File: config.mk
export PLATFORM = sky130hd
export DESIGN_NAME = full_st0_error_buffer_flat
export DESIGN_NICKNAME = d
export VERILOG_FILES = /design/src/rtl/full_st0_error_buffer_if.sv /design/src/rtl/full_st0_error_buffer.sv /design/src/flat_wrapper.sv
export SDC_FILE = /design/constraint.sdc
export NUM_CORES = 1
export LEC_CHECK = 0
export BUFFER_PORTS_ARGS = -buffer_cell sky130_fd_sc_hd__buf_4
export CORE_MARGIN = 8
export CORE_UTILIZATION = 50
export DETAILED_ROUTE_END_ITERATION = 7
export HOLD_SLACK_MARGIN = 0.03
export PLACE_DENSITY = 0.67
export SLEW_MARGIN = 20
export SYNTH_ARGS = -nofsm -noshare
export SYNTH_HDL_FRONTEND = slang
export SYNTH_SLANG_ARGS = --single-unit
File: constraint.sdc
create_clock -name clk -period 4.9 [get_ports clk]
set_input_delay 0.49 -clock clk [delete_from_list [all_inputs] [get_ports clk]]
set_output_delay 0.49 -clock clk [all_outputs]
set_load 0.01 [all_outputs]
File: src/rtl/full_st0_error_buffer_if.sv
// full_st0_error_buffer_if: write strobe, readout request and tap handshake bundle
interface full_st0_error_buffer_if #(parameter int WIDTH = 32);
    logic             error_valid;
    logic [WIDTH-1:0] error_value;
    logic [1:0]       error_phase;
    logic [31:0]      error_sub_address;
    logic             rd_start;
    logic [1:0]       rd_phase;
    logic             tap_error_rdy;
    logic [WIDTH-1:0] tap_error;
    logic             tap_error_vld;
    logic             tap_error_fst;
    logic             tap_error_lst;
    logic             rd_busy;
    logic [1:0]       err_flags;
    modport master (
        output error_valid, error_value, error_phase, error_sub_address, rd_start, rd_phase, tap_error_rdy,
        input  tap_error, tap_error_vld, tap_error_fst, tap_error_lst, rd_busy, err_flags
    );
    modport slave (
        input  error_valid, error_value, error_phase, error_sub_address, rd_start, rd_phase, tap_error_rdy,
        output tap_error, tap_error_vld, tap_error_fst, tap_error_lst, rd_busy, err_flags
    );
endinterface

File: src/rtl/full_st0_error_buffer.sv
// full_st0_error_buffer: phase-banked stage-0 error store with a stallable per-bank readout
module full_st0_error_buffer #(
    parameter int WIDTH  = 32,
    parameter int DEPTH  = 6,
    parameter int PHASES = 4
) (
    input logic clk,
    input logic reset,
    full_st0_error_buffer_if.slave bus
);
    localparam int IW = (DEPTH > 1) ? $clog2(DEPTH) : 1;
    typedef enum logic {IDLE, READ} state_t;
    state_t state, state_n;
    logic [IW-1:0] rd_idx, rd_idx_n;
    logic [1:0] ph, ph_n, flags;
    logic [WIDTH-1:0] mem [PHASES][DEPTH];
    logic wr_ok, hs, last;
    assign wr_ok = bus.error_sub_address < DEPTH;
    assign hs    = state == READ && bus.tap_error_rdy;
    assign last  = rd_idx == IW'(DEPTH - 1);
    always_ff @(posedge clk)
        if (!reset && bus.error_valid && wr_ok)
            mem[bus.error_phase][bus.error_sub_address[IW-1:0]] <= bus.error_value;
    always_ff @(posedge clk)
        if (reset) begin
            state  <= IDLE;
            rd_idx <= '0;
            ph     <= '0;
            flags  <= '0;
        end else begin
            state  <= state_n;
            rd_idx <= rd_idx_n;
            ph     <= ph_n;
            flags  <= flags | {bus.rd_start && state == READ, bus.error_valid && !wr_ok};
        end
    always_comb begin
        state_n  = state;
        rd_idx_n = rd_idx;
        ph_n     = ph;
        if (state == IDLE && bus.rd_start) begin
            state_n  = READ;
            rd_idx_n = '0;
            ph_n     = bus.rd_phase;
        end else if (hs) begin
            state_n  = last ? IDLE : READ;
            rd_idx_n = last ? '0 : rd_idx + 1'b1;
        end
    end
    assign bus.rd_busy       = state == READ;
    assign bus.tap_error_vld = state == READ;
    assign bus.tap_error     = mem[ph][rd_idx];
    assign bus.tap_error_fst = state == READ && rd_idx == '0;
    assign bus.tap_error_lst = state == READ && last;
    assign bus.err_flags     = flags;
endmodule

File: src/flat_wrapper.sv
// flat-port wrapper written by rule: the top's interface ports become plain ports
module full_st0_error_buffer_flat 
#(
    parameter int WIDTH  = 32,
    parameter int DEPTH  = 6,
    parameter int PHASES = 4
)
  (clk, reset, bus_error_valid, bus_error_value, bus_error_phase, bus_error_sub_address, bus_rd_start, bus_rd_phase, bus_tap_error_rdy, bus_tap_error, bus_tap_error_vld, bus_tap_error_fst, bus_tap_error_lst, bus_rd_busy, bus_err_flags);
  full_st0_error_buffer_if #(.WIDTH(WIDTH)) bus_i ();
  input logic clk;
  input logic reset;
  input wire logic [$bits(bus_i.error_valid)-1:0] bus_error_valid;
  input wire logic [$bits(bus_i.error_value)-1:0] bus_error_value;
  input wire logic [$bits(bus_i.error_phase)-1:0] bus_error_phase;
  input wire logic [$bits(bus_i.error_sub_address)-1:0] bus_error_sub_address;
  input wire logic [$bits(bus_i.rd_start)-1:0] bus_rd_start;
  input wire logic [$bits(bus_i.rd_phase)-1:0] bus_rd_phase;
  input wire logic [$bits(bus_i.tap_error_rdy)-1:0] bus_tap_error_rdy;
  output wire logic [$bits(bus_i.tap_error)-1:0] bus_tap_error;
  output wire logic [$bits(bus_i.tap_error_vld)-1:0] bus_tap_error_vld;
  output wire logic [$bits(bus_i.tap_error_fst)-1:0] bus_tap_error_fst;
  output wire logic [$bits(bus_i.tap_error_lst)-1:0] bus_tap_error_lst;
  output wire logic [$bits(bus_i.rd_busy)-1:0] bus_rd_busy;
  output wire logic [$bits(bus_i.err_flags)-1:0] bus_err_flags;
  assign bus_i.error_valid = bus_error_valid;
  assign bus_i.error_value = bus_error_value;
  assign bus_i.error_phase = bus_error_phase;
  assign bus_i.error_sub_address = bus_error_sub_address;
  assign bus_i.rd_start = bus_rd_start;
  assign bus_i.rd_phase = bus_rd_phase;
  assign bus_i.tap_error_rdy = bus_tap_error_rdy;
  assign bus_tap_error = bus_i.tap_error;
  assign bus_tap_error_vld = bus_i.tap_error_vld;
  assign bus_tap_error_fst = bus_i.tap_error_fst;
  assign bus_tap_error_lst = bus_i.tap_error_lst;
  assign bus_rd_busy = bus_i.rd_busy;
  assign bus_err_flags = bus_i.err_flags;
  full_st0_error_buffer #(.WIDTH(WIDTH), .DEPTH(DEPTH), .PHASES(PHASES)) u_core (.clk(clk), .reset(reset), .bus(bus_i));
endmodule
Word level (Yosys, flattened, before mapping):

Memory sizes are Yosys's and may differ from the RTL's. A register that Yosys moved wholly into a read port is not among the register bits.
Index checks and enable logic that the tools add are counted.

* order comparisons: 4
* add/subtract/negate cells: 1
* equality and inequality tests: 1
* multiplexer cells: 13
* bitwise logic cells: 4
* reduce and logical (&&, ||, !) cells: 14

Operators with widths (number)
* 192-bit two-way mux: 1
* 32-bit binary-select mux with 3-bit select: 1
* 32-bit demux with 3-bit select: 1
* 32-bit two-way mux: 3
* 32-bit by 3-bit < comparator with 1-bit output, second input constant: 1
* 1-bit logical AND: 9
* 4-bit greater-or-equal comparator, second input constant: 2
* 3-bit inverter with 4-bit output: 2
* 4-bit by 1-bit < comparator with 1-bit output, second input constant: 1
* 1-bit two-way mux: 4
* 2-bit two-way mux: 2
* 3-bit by 1-bit adder with 3-bit output, second input constant: 1
* 3-bit equality test, second input constant: 1
* 3-bit logical NOT: 1
* 3-bit two-way mux: 1
* 1-bit logical NOT: 2
* 2-bit bitwise OR: 1
* 2-bit nonzero test: 1
* 2-bit OR reduction: 1
* 1-bit inverter: 1

* output and inout bits: 38
* logic and storage cells: 42
* memories kept: 1
* memory bits (writable): 768
* bits in registers: 8

Memories
* u_core.mem: depth 4, bits a word 192, read ports 1, clocked after memory_dff 1, wr ports 1, line full_st0_error_buffer.sv:16 `logic [WIDTH-1:0] mem [PHASES][DEPTH];`

Depth between registers and ports, before layout:

Gate-level depths: netlist of run 1.

* word-level depth: 6
* mapped depth: 7
* mapped depth without buffers: 4

Worst setup path before layout of run 1:

Ideal clock, no wire load.

* path kind: input-to-reg
* from: input bus_error_sub_address[16]
* to: memory u_core.mem[0][160] (netlist bit), enable pin
* buffers on the path: 0
* slack: 0.643 ns
* stages on the path: 4
* arrival time: 3.796 ns
* library setup time: 0.461 ns
* data required time: 4.439 ns
* cells stage by stage: nor4_1 > nand4_1 > or4_4 > nor3_1

* word-level cells in the longest chain between the ends: 4

Ends and longest elaborated chain
* start, declared: line flat_wrapper.sv:15 `input wire logic [$bits(bus_i.error_sub_address)-1:0] bus_error_sub_address;`
* 32-bit by 3-bit < comparator with 1-bit output: line full_st0_error_buffer.sv:18 `assign wr_ok = bus.error_sub_address < DEPTH;`
* 1-bit logical AND: line full_st0_error_buffer.sv:22 `if (!reset && bus.error_valid && wr_ok)`
* 1-bit two-way mux: line full_st0_error_buffer.sv:22
* 192-bit two-way mux (implied by the code): line full_st0_error_buffer.sv:23 `mem[bus.error_phase][bus.error_sub_address[IW-1:0]] <= bus.error_value;`
* end, declared: line full_st0_error_buffer.sv:16

No other way between the ends.

==> results of run 1 <==
[report_power, final]
| part | leakage [nW] | switching [mW] | internal [mW] |
|---|---|---|---|
| Combinational | 2.33 | 0.326 | 0.275 |
| Clock | 1.23 | 2.42 | 3.43 |
| Sequential | 6.98 | 0.0274 | 7.31 |
| Total | 10.5 | 2.78 | 11.0 |
[sequential cells by signal, summed over array words and instances, names as in the netlist, named ones only]
name,flops
u_core.ph,2
u_core.mem,768
u_core.bus.rd_busy,1
u_core.bus.err_flags,2
u_core.rd_idx,3
[how the worst max path moves through the flow]
| stage | end | slack [ps] |
|---|---|---|
| after floorplan | u_core.mem[0][160] | 640 |
| after global placement | u_core.mem[1][190] | 1520 |
| after detailed placement | u_core.mem[2][112] | 1520 |
| after CTS | bus_tap_error[19] | 1020 |
| after global routing | bus_tap_error[8] | 950 |
| final | bus_tap_error[28] | 1130 |
[placed cells by master (no fill, tap or decap), types with 6 or more instances in the layout]
cell	count
dfxtp_1	6
bufinv_16	7
mux4_2	192
clkbuf_1	16
nor2_1	8
buf_12	10
clkbuf_16	82
clkinv_2	16
nor2_4	10
a22o_1	32
nor4_1	9
o21ai_1	32
mux2i_1	34
buf_4	135
edfxtp_1	768
a21oi_1	37
clkinv_1	15
mux2_2	32
[layer usage]
layer	global-route usage (%)	part of all wire, %	up-vias	routed length [microns]
li1	-	-	5793	-
met1	26.79	42	7336	27270
met2	32.16	50	474	33020
met3	3.353	5.8	90	3820
met4	5.266	2.0	0	1299
met5	0	0	-	0
[critical path, delay by kind of cell, from the launching register on]
family          cells  cell delay (ps)
flops               1              880
compound gates      2              270
mux                 2              840
buf+inv             2              650
[final cells by class]
| class | instances | share of cell area [%] |
|---|---|---|
| timing repair buffer | 148 | 3.780 |
| inverter | 1 | 0.01095 |
| clock inverter | 45 | 1.201 |
| sequential | 778 | 67.88 |
| tap | 773 | 2.821 |
| clock buffer | 98 | 6.159 |
| multi-input combinational | 432 | 18.15 |
[stage by stage]
step	util, %	power, mW
after floorplan	-	7.797
after global placement	53.58	8.082
after detailed placement	53.84	8.091
after CTS	58.12	13.89
after global routing	58.21	14.17
final	58.21	13.79
[cells by family (layout without fill, tap and decap cells)]
logic type	count (synthesis)	in the layout	share of synthesized area [%]
AOI/OAI and AO/OA	103	103	2.147
xor gates and xnor gates	1	1	0.02948
buffers and inverters	71	292	1.272
DFF	778	778	78.28
muxes	258	258	16.91
and+or+nand+nor	70	70	1.360
==> key figures, run 1 <==
Outcome
  • Status: finished clean

Yosys
  • Post-Syn Instances: between 1,000 and 1,500
  • Number of distinct library cells after synthesis: 34
  • Area leader, netlist: edfxtp_1
  • EDFF count, synth: between 700 and 800
  • Top cells by area, synth: edfxtp_1 (78%), mux4_2 (15%), mux2_2 (1.2%), mux2i_1 (1.1%), a22o_1 (0.94%)
  • YS warnings: 0
  • FFs w/ async S/R, synth: 0%
  • Mapped Area: around 0.030 sq mm
  • Syn_area_per_cell: 23.20 sq um
  • Most common cell in the netlist: edfxtp_1
  • Seq/Total Area, Yosys: 78.28%
  • Post-synth top cells: edfxtp_1 (768), mux4_2 (192), a21oi_1 (37)
  • Syn_nets: 1,354
  • Post-synth top area share: between 70% and 80%
  • Most used DFF post-synth: edfxtp_1
  • Flops & latches, synth: 778

Detailed routing
  • Drt drc: 0
  • WL/cell: 28.75 microns
  • Post-DRT Antenna Nets: 0
  • Pre-Repair DR Iteration Count: 5
  • Initial DRC count: around 1,300
  • Via density: around 6
  • Vias: ~14,000
  • Final WL: around 65,000 microns

Floorplanning
  • I/O Pins: ~110
  • Die W: ~260 microns
  • Die area: between 0.06 and 0.07 sq mm
  • Core Region: 0.05891 sq mm
  • Initial core utilization: between 50% and 60%
  • Row cnt: 89
  • Die height: around 260 microns

STA
  • RSZ-0062 raised after global routing: no
  • Min Hold Slack: ~150 ps
  • Fmax: ~270 MHz
  • Final worst-path cycle share: between 70% and 80%
  • Min Tclk post-route: approximately 3800 ps
  • Slew @ Worst Pin: a little over 1000 ps
  • Hold Vio Cnt, Final: 0
  • Final-report setup violation count: 0
  • Clk_skew: between 3 and 4 ps
  • Worst setup margin: ~1100 ps
  • Pins over their slew limit: 0
  • Relative slew slack: 32.24%
  • Setup TNS: 0 ps

Worst hold path
  • Worst hold stages: 3
  • Hold crit path type: in2reg
  • Worst Hold Path EP: u_core.bus.err_flags[1]
  • Hold path start: bus_rd_start

Clocking
  • Bufs on Longest Clock Path: 3
  • CTS H-tree lvls: 3
  • Post-cts sizing count: 0
  • CTS tree: built
  • # Post-CTS Setup Buffers: 0
  • TritonCTS Buffers: ~80
  • CTS Hold Bufs: 0
  • Clock transition at path regs: roughly 60 ps
  • Clk Tree Root Cell: clkbuf_16
  • Clk sinks: approximately 780
  • Clock Latency Late Sink: between 600 and 700 ps

Setup path
  • R2r startpoint: u_core.rd_idx[1]
  • Worst reg2reg endpoint: u_core.rd_idx[2]
  • Worst R2R Path Depth: 4
  • Crit path capture type: output pin
  • Crit path max fanout: 44
  • CP max stage cell: dfxtp_4
  • Most frequent CP cell: buf_4
  • Crit start category: flop
  • Delay of the slowest cell on the worst path: between 800 and 900 ps
  • WP data arrival: 3280 ps
  • Worst R2R Setup Slack: slightly above 3000 ps
  • Critical Path RT: 4410 ps
  • CP Class: reg2out
  • CP Cell Sequence: buf_4, mux4_2, mux2_2, a21oi_1, o21ai_1, buf_4

Place
  • DP Area: 0.03172 sq mm
  • PortBufs: between 100 and 150
  • Pre-CTS WS: between 1500 and 2000 ps
  • Cells after DPL: 2,130
  • Hpwl dp: 37,390 microns
  • GPL Wtd Cong: 0.7382

Final layout
  • Final Instance Area: between 0.03 and 0.04 sq mm
  • Share of cells above drive strength 1: 34.62%
  • Fin nets: between 1,500 and 2,000
  • Ant diodes: 0
  • Area of the multi-input gates: roughly 0.0062 sq mm
  • Non-filler cells, final: between 2,000 and 2,500
  • Filler cells: between 4,000 and 5,000
  • Layout area overhead: 15.39%
  • FF+latch area: ~0.023 sq mm

Power and ir drop
  • Power Dens Cells: slightly above 400 mW/mm^2
  • Leak: ~11 nW
  • Maximum VDD drop: 0.3073 mV

Global routing
  • Vias in the first global route: roughly 14,000
  • First-pass GRT wire length: 96,260 microns
  • Largest net degree at the start of global routing: 52
  • Initial antenna violation count: 0
  • Grt ovf: 0
  • GRT Overall Usage: between 15 and 20%

Run
  • MaxCap Viol Count: 0
No activity file was read; power rests on OpenSTA's default activity.
==> run 2, diff against run 1 <==
--- a/config.mk
+++ b/config.mk
@@ -10,7 +10,7 @@
 export CORE_UTILIZATION = 50
 export DETAILED_ROUTE_END_ITERATION = 7
 export HOLD_SLACK_MARGIN = 0.03
-export PLACE_DENSITY = 0.67
+export PLACE_DENSITY = 0.69
 export SLEW_MARGIN = 20
 export SYNTH_ARGS = -nofsm -noshare
 export SYNTH_HDL_FRONTEND = slang
==> constraint.sdc (replaced) <==
create_clock -name clk -period 3.4 [get_ports clk]
set_input_delay 0.34 -clock clk [delete_from_list [all_inputs] [get_ports clk]]
set_output_delay 0.34 -clock clk [all_outputs]
set_load 0.01 [all_outputs]
==> key figures, run 2 (synthesized netlist as in run 1, its figures left out) <==
STA
  • Hold Vio Cnt, Final: 0
  • Min Hold Slack: 44.25 ps
  • Final-report setup violation count: 0
  • Min Tclk post-route: 3265 ps
  • Final worst-path cycle share: 96.02%
  • Clk_skew: 5.412 ps
  • Pins over their slew limit: 0
  • RSZ-0062 raised after global routing: no
  • Fmax: 306.3 MHz
  • Slew @ Worst Pin: a little over 700 ps
  • Relative slew slack: between 50% and 60%
  • Worst setup margin: approximately 140 ps
  • Setup TNS: 0 ps

Clocking
  • Clock transition at path regs: ~60 ps
  • CTS tree: built
  • Clk sinks: 778
  • Clock Latency Late Sink: 610 ps
  • Bufs on Longest Clock Path: 3
  • CTS H-tree lvls: 3
  • TritonCTS Buffers: 77
  • Clk Tree Root Cell: clkbuf_16

Global routing
  • Initial antenna violation count: 0
  • GRT Overall Usage: 19.28%
  • Grt ovf: 0
  • First-pass GRT wire length: 95,980 microns
  • Largest net degree at the start of global routing: 71
  • Vias in the first global route: roughly 15,000

Run
  • MaxCap Viol Count: 0

Final layout
  • Non-filler cells, final: roughly 2,300
  • Most frequent cells in the layout: edfxtp_1 (768), mux4_2 (192), buf_4 (129), clkbuf_16 (80), a21oi_1 (37)
  • Final Instance Area: between 0.03 and 0.04 sq mm
  • Ant diodes: 0
  • Layout area overhead: 16.42%
  • Fin nets: 1,529
  • Fin util: between 50 and 60%
  • Most common cell after layout, fill and taps aside: edfxtp_1
  • Share of cells above drive strength 1: 34.79%
  • Largest register FFs: ~770

Floorplanning
  • Core Region: about 0.059 sq mm
  • Initial core utilization: between 50% and 60%
  • Die area: roughly 0.067 sq mm
  • Die height: ~260 microns
  • I/O Pins: around 110
  • Row cnt: between 80 and 90
  • Die W: 259.8 microns

Setup path
  • Crit start category: flop
  • Worst R2R Path Depth: 3
  • Crit path max fanout: 16
  • CP Class: reg2out
  • CP max stage cell: mux4_2
  • Delay of the slowest cell on the worst path: between 500 and 600 ps
  • WP data arrival: a little under 3000 ps
  • CP Cell Sequence: buf_4, buf_6, mux4_2, mux2_2, a21oi_1, o21ai_1, buf_4
  • Crit path capture type: output pin
  • Critical Path RT: 3060 ps
  • Most frequent CP cell: buf_4

Power and ir drop
  • Maximum VDD drop: ~0.42 mV
  • Pwr Total: between 15 and 20 mW
  • Leak: 10.66 nW
  • Power Dens Cells: about 570 mW/mm^2

Detailed routing
  • Initial DRC count: roughly 1,200
  • Via density: 6.058
  • WL/cell: 28.55 microns
  • Final WL: 65,140 microns
  • Pre-Repair DR Iteration Count: 5
  • Vias: between 10,000 and 15,000
  • Drt drc: 0
  • Post-DRT Antenna Nets: 0

Outcome
  • Status: finished clean

Place
  • DP Area: between 0.03 and 0.04 sq mm
  • GPL Wtd Cong: roughly 0.74
  • Hpwl dp: approximately 37,000 microns
  • Pre-CTS WS: between 400 and 500 ps
  • PortBufs: 110
  • Cells after DPL: roughly 2,100

Worst hold path
  • Worst hold stages: 3
  • Hold crit path type: in2reg
[run 2: changes by cell type in the layout (fill, tap and decap cells not counted), sizes merged]
cell / before / now
bufinv: 7 / 8
buf: 148 / 163
clkinvlp: 3 / 0
clkinv: 33 / 32
dlygate4sd3: 0 / 3
clkbuf: 98 / 89
inv: 3 / 4
[run 2: layer usage]
metal / global-route usage [%] / vias to the layer above / part of all wire [%]
li1: - / 5833 / -
met1: 25.34 / 7419 / 41
met2: 32.65 / 459 / 51
met3: 3.324 / 113 / 5.1
met4: 6.385 / 0 / 2.9
met5: 0 / - / 0
[run 2: critical path: cells and delay by family (launching register included)]
family                 cells  cell delay, ps
buffers and inverters      3             780
AOI/OAI and AO/OA          2             320
muxes                      2             810
DFF                        1             380
[run 2: final timing paths]
check / startpoint / end / slack (ps)
hold / removal: bus_rd_phase[0] / flop / 40
setup / recovery: flop / bus_tap_error[3] / 140
setup reg to reg: u_core.rd_idx[1] / u_core.bus.rd_busy / 1730
hold reg to reg: u_core.bus.err_flags[0] / u_core.bus.err_flags[0] / 460
[run 2: repair_timing]
item / 4_1_cts / 5_1_grt
gates resized for setup: 0 / 4
endpoints found under the setup margin: 0 / 17
hold endpoints to repair: 10 / 0
hold buffers: 3 / 0
buffers inserted: 0 / 1
[run 2: area by class of cell]
type / instances / area (sq um)
Inverter: 1 / 3.754
Clock buffer: 89 / 2036
Sequential cell: 778 / 23270
Clock inverter: 43 / 430.4
Fill cell: 4086 / 24310
Multi-Input combinational cell: 432 / 6240
Timing Repair Buffer: 166 / 1644
Tap cell: 773 / 967.2
[run 2: power breakdown]
part | switching [mW] | internal [mW]
clock | 3.46 | 4.89
combinational | 0.487 | 0.404
sequential | 0.0184 | 10.5
total | 3.97 | 15.8
==> run 3, diff against run 2 <==
--- a/config.mk
+++ b/config.mk
@@ -11,6 +11,7 @@
 export DETAILED_ROUTE_END_ITERATION = 7
 export HOLD_SLACK_MARGIN = 0.03
 export PLACE_DENSITY = 0.69
+export SETUP_SLACK_MARGIN = 0.2
 export SLEW_MARGIN = 20
 export SYNTH_ARGS = -nofsm -noshare
 export SYNTH_HDL_FRONTEND = slang
==> key figures, run 3 (synthesized netlist as in run 1, its figures left out) <==
Outcome
  • Status: finished clean

Clocking
  • Clk Tree Root Cell: clkbuf_16
  • TritonCTS Buffers: between 70 and 80
  • Clk sinks: 778
  • Clock Latency Late Sink: between 600 and 700 ps
  • Bufs on Longest Clock Path: 3
  • CTS H-tree lvls: 3
  • CTS tree: built
  • Clock transition at path regs: 70 ps

Place
  • GPL Wtd Cong: roughly 0.78
  • Hpwl dp: between 30,000 and 40,000 microns
  • Cells after DPL: roughly 2,200
  • Pre-CTS WS: 553.4 ps
  • PortBufs: 110

STA
  • Slew @ Worst Pin: slightly below 700 ps
  • Final-report setup violation count: 0
  • Relative slew slack: a little over half
  • Pins over their slew limit: 0
  • Setup TNS: 0 ps
  • Final worst-path cycle share: between 90% and 100%
  • Worst setup margin: ~290 ps
  • Clk_skew: 7.484 ps
  • Min Tclk post-route: between 3000 and 4000 ps
  • RSZ-0062 raised after global routing: yes
  • Hold Vio Cnt, Final: 0
  • Fmax: 321.1 MHz
  • Min Hold Slack: roughly 110 ps

Setup path
  • Crit start category: flop
  • Critical Path RT: 3060 ps
  • Crit path capture type: output pin
  • CP Cell Sequence: buf_12, mux4_2, a22o_1, a21oi_1, o21ai_1, buf_4
  • Worst R2R Path Depth: 4
  • Crit path max fanout: 26
  • Worst reg2reg endpoint: u_core.bus.rd_busy
  • Delay of the slowest cell on the worst path: between 500 and 600 ps
  • Worst R2R Setup Slack: about 1500 ps
  • R2r startpoint: u_core.rd_idx[1]
  • WP data arrival: 2770 ps
  • CP max stage cell: mux4_2
  • CP Class: reg2out
  • Worst setup path end: bus_tap_error[31]

Power and ir drop
  • Reg power frac: 53.8%
  • Power Internal: 15.62 mW
  • Maximum VDD drop: about 0.54 mV
  • Comb power frac: under 10%
  • Leak: 10.71 nW
  • P_sw: between 3 and 4 mW
  • Pwr Total: between 15 and 20 mW
  • Switching power share of the total: 20.30%
  • Clock share of power: roughly two fifths
  • Power Dens Cells: between 500 and 600 mW/mm^2

Floorplanning
  • Die W: 259.8 microns
  • I/O Pins: 111
  • Die height: between 200 and 300 microns
  • Initial core utilization: between 50 and 60%
  • Row cnt: about 90
  • Die area: between 0.06 and 0.07 sq mm
  • Core Region: 0.05891 sq mm

Final layout
  • Most common cell after layout, fill and taps aside: edfxtp_1
  • Largest register FFs: approximately 770
  • Most frequent cells in the layout: edfxtp_1 (768), mux4_2 (192), buf_4 (154), clkbuf_16 (80), a21oi_1 (35)
  • Non-filler cells, final: ~2,300
  • Filler cells: just over 4,000
  • Ant diodes: 0
  • Share of cells above drive strength 1: a little over a third
  • Layout area overhead: 16.60%
  • Fin nets: about 1,500

Global routing
  • Vias in the first global route: around 15,000
  • GRT Overall Usage: 19.42%
  • First-pass GRT wire length: about 96,000 microns
  • Largest net degree at the start of global routing: 58
  • Initial antenna violation count: 2
  • Grt ovf: 0

Detailed routing
  • Initial DRC count: 1,369
  • Final WL: 66,280 microns
  • Via density: slightly above 6
  • Vias: 13,910
  • Pre-Repair DR Iteration Count: 5
  • Drt drc: 0
  • Post-DRT Antenna Nets: 0
  • WL/cell: roughly 29 microns

Worst hold path
  • Hold crit path type: in2reg

Run
  • MaxCap Viol Count: 0
==> run 3: changes by cell type in the layout (fill, tap and decap cells not counted), moves of 2 or more <==
cell        delta
clkinv_1       -3
clkinvlp_4     +5
inv_6          +2
bufinv_16      -2
clkinv_2       -2
buf_12        -12
clkbuf_1       +7
a21oi_2        +2
a21oi_1        -2
buf_4         +25
buf_16         +3
==> run 3: metrics by stage <==
stage / utilization, % / area (sq um)
2_1_floorplan: - / 29740
3_3_place_gp: 54.31 / 31990
3_5_place_dp: 54.31 / 31990
4_1_cts: 58.54 / 34480
5_1_grt: 58.82 / 34650
6_report: 58.82 / 34650
==> run 3: critical path: cells and delay by family, from the launching register on <==
family          cells  cell delay (ps)
compound gates      3              640
mux                 1              530
flops               1              510
buf+inv             2              450
==> run 3: timing repair <==
action / 4_1_cts / 5_1_grt
setup endpoints to repair: 32 / 15
pin swaps: 0 / 0
hold endpoints to repair: 10 / 0
gates resized for setup: 6 / 5
hold buffers: 3 / 0
buffers inserted: 3 / 7
gates cloned: 0 / 3
==> run 3: how the worst min path moves through the flow <==
stage                                       start                      end  slack [ps]  cells past startpoint
after global placement    u_core.bus.err_flags[0]  u_core.bus.err_flags[0]         440                      2
after floorplan                bus_error_value[0]         u_core.mem[0][0]         440                      0
after global routing          bus_error_value[11]       u_core.mem[3][139]          90                      1
after detailed placement  u_core.bus.err_flags[0]  u_core.bus.err_flags[0]         450                      2
after CTS                     bus_error_value[21]        u_core.mem[0][21]          70                      1
final                         bus_error_value[14]        u_core.mem[0][78]         110                      1
==> run 3: cell type report <==
class	count	area [sq um]	area share, %
inverters	1	3.754	0.01083
repair buffers	185	1753	5.059
multi-input cells	432	6250	18.04
clock inverters	43	400.4	1.156
well taps	773	967.2	2.791
flip-flops and latches	778	23270	67.17
clock buffers	94	2001	5.774
==> run 3: metal layers <==
| metal | global-route usage (%) | share of wire [%] | vias up |
|---|---|---|---|
| li1 | - | - | 5859 |
| met1 | 25.64 | 40 | 7458 |
| met2 | 33.45 | 52 | 510 |
| met3 | 3.004 | 6.5 | 79 |
| met4 | 5.484 | 1.8 | 2 |
| met5 | 0 | 0.020 | - |
==> run 3: power by group through the flow <==
stage	Combinational, mW	Clock (mW)	Sequential, mW
CTS	0.924	8.26	10.5
detailed placement	0.908	0	10.8
finish	0.937	8.12	10.5
global placement	0.893	0	10.8
global route	1.00	8.59	10.5
floorplan	0.493	0	10.7
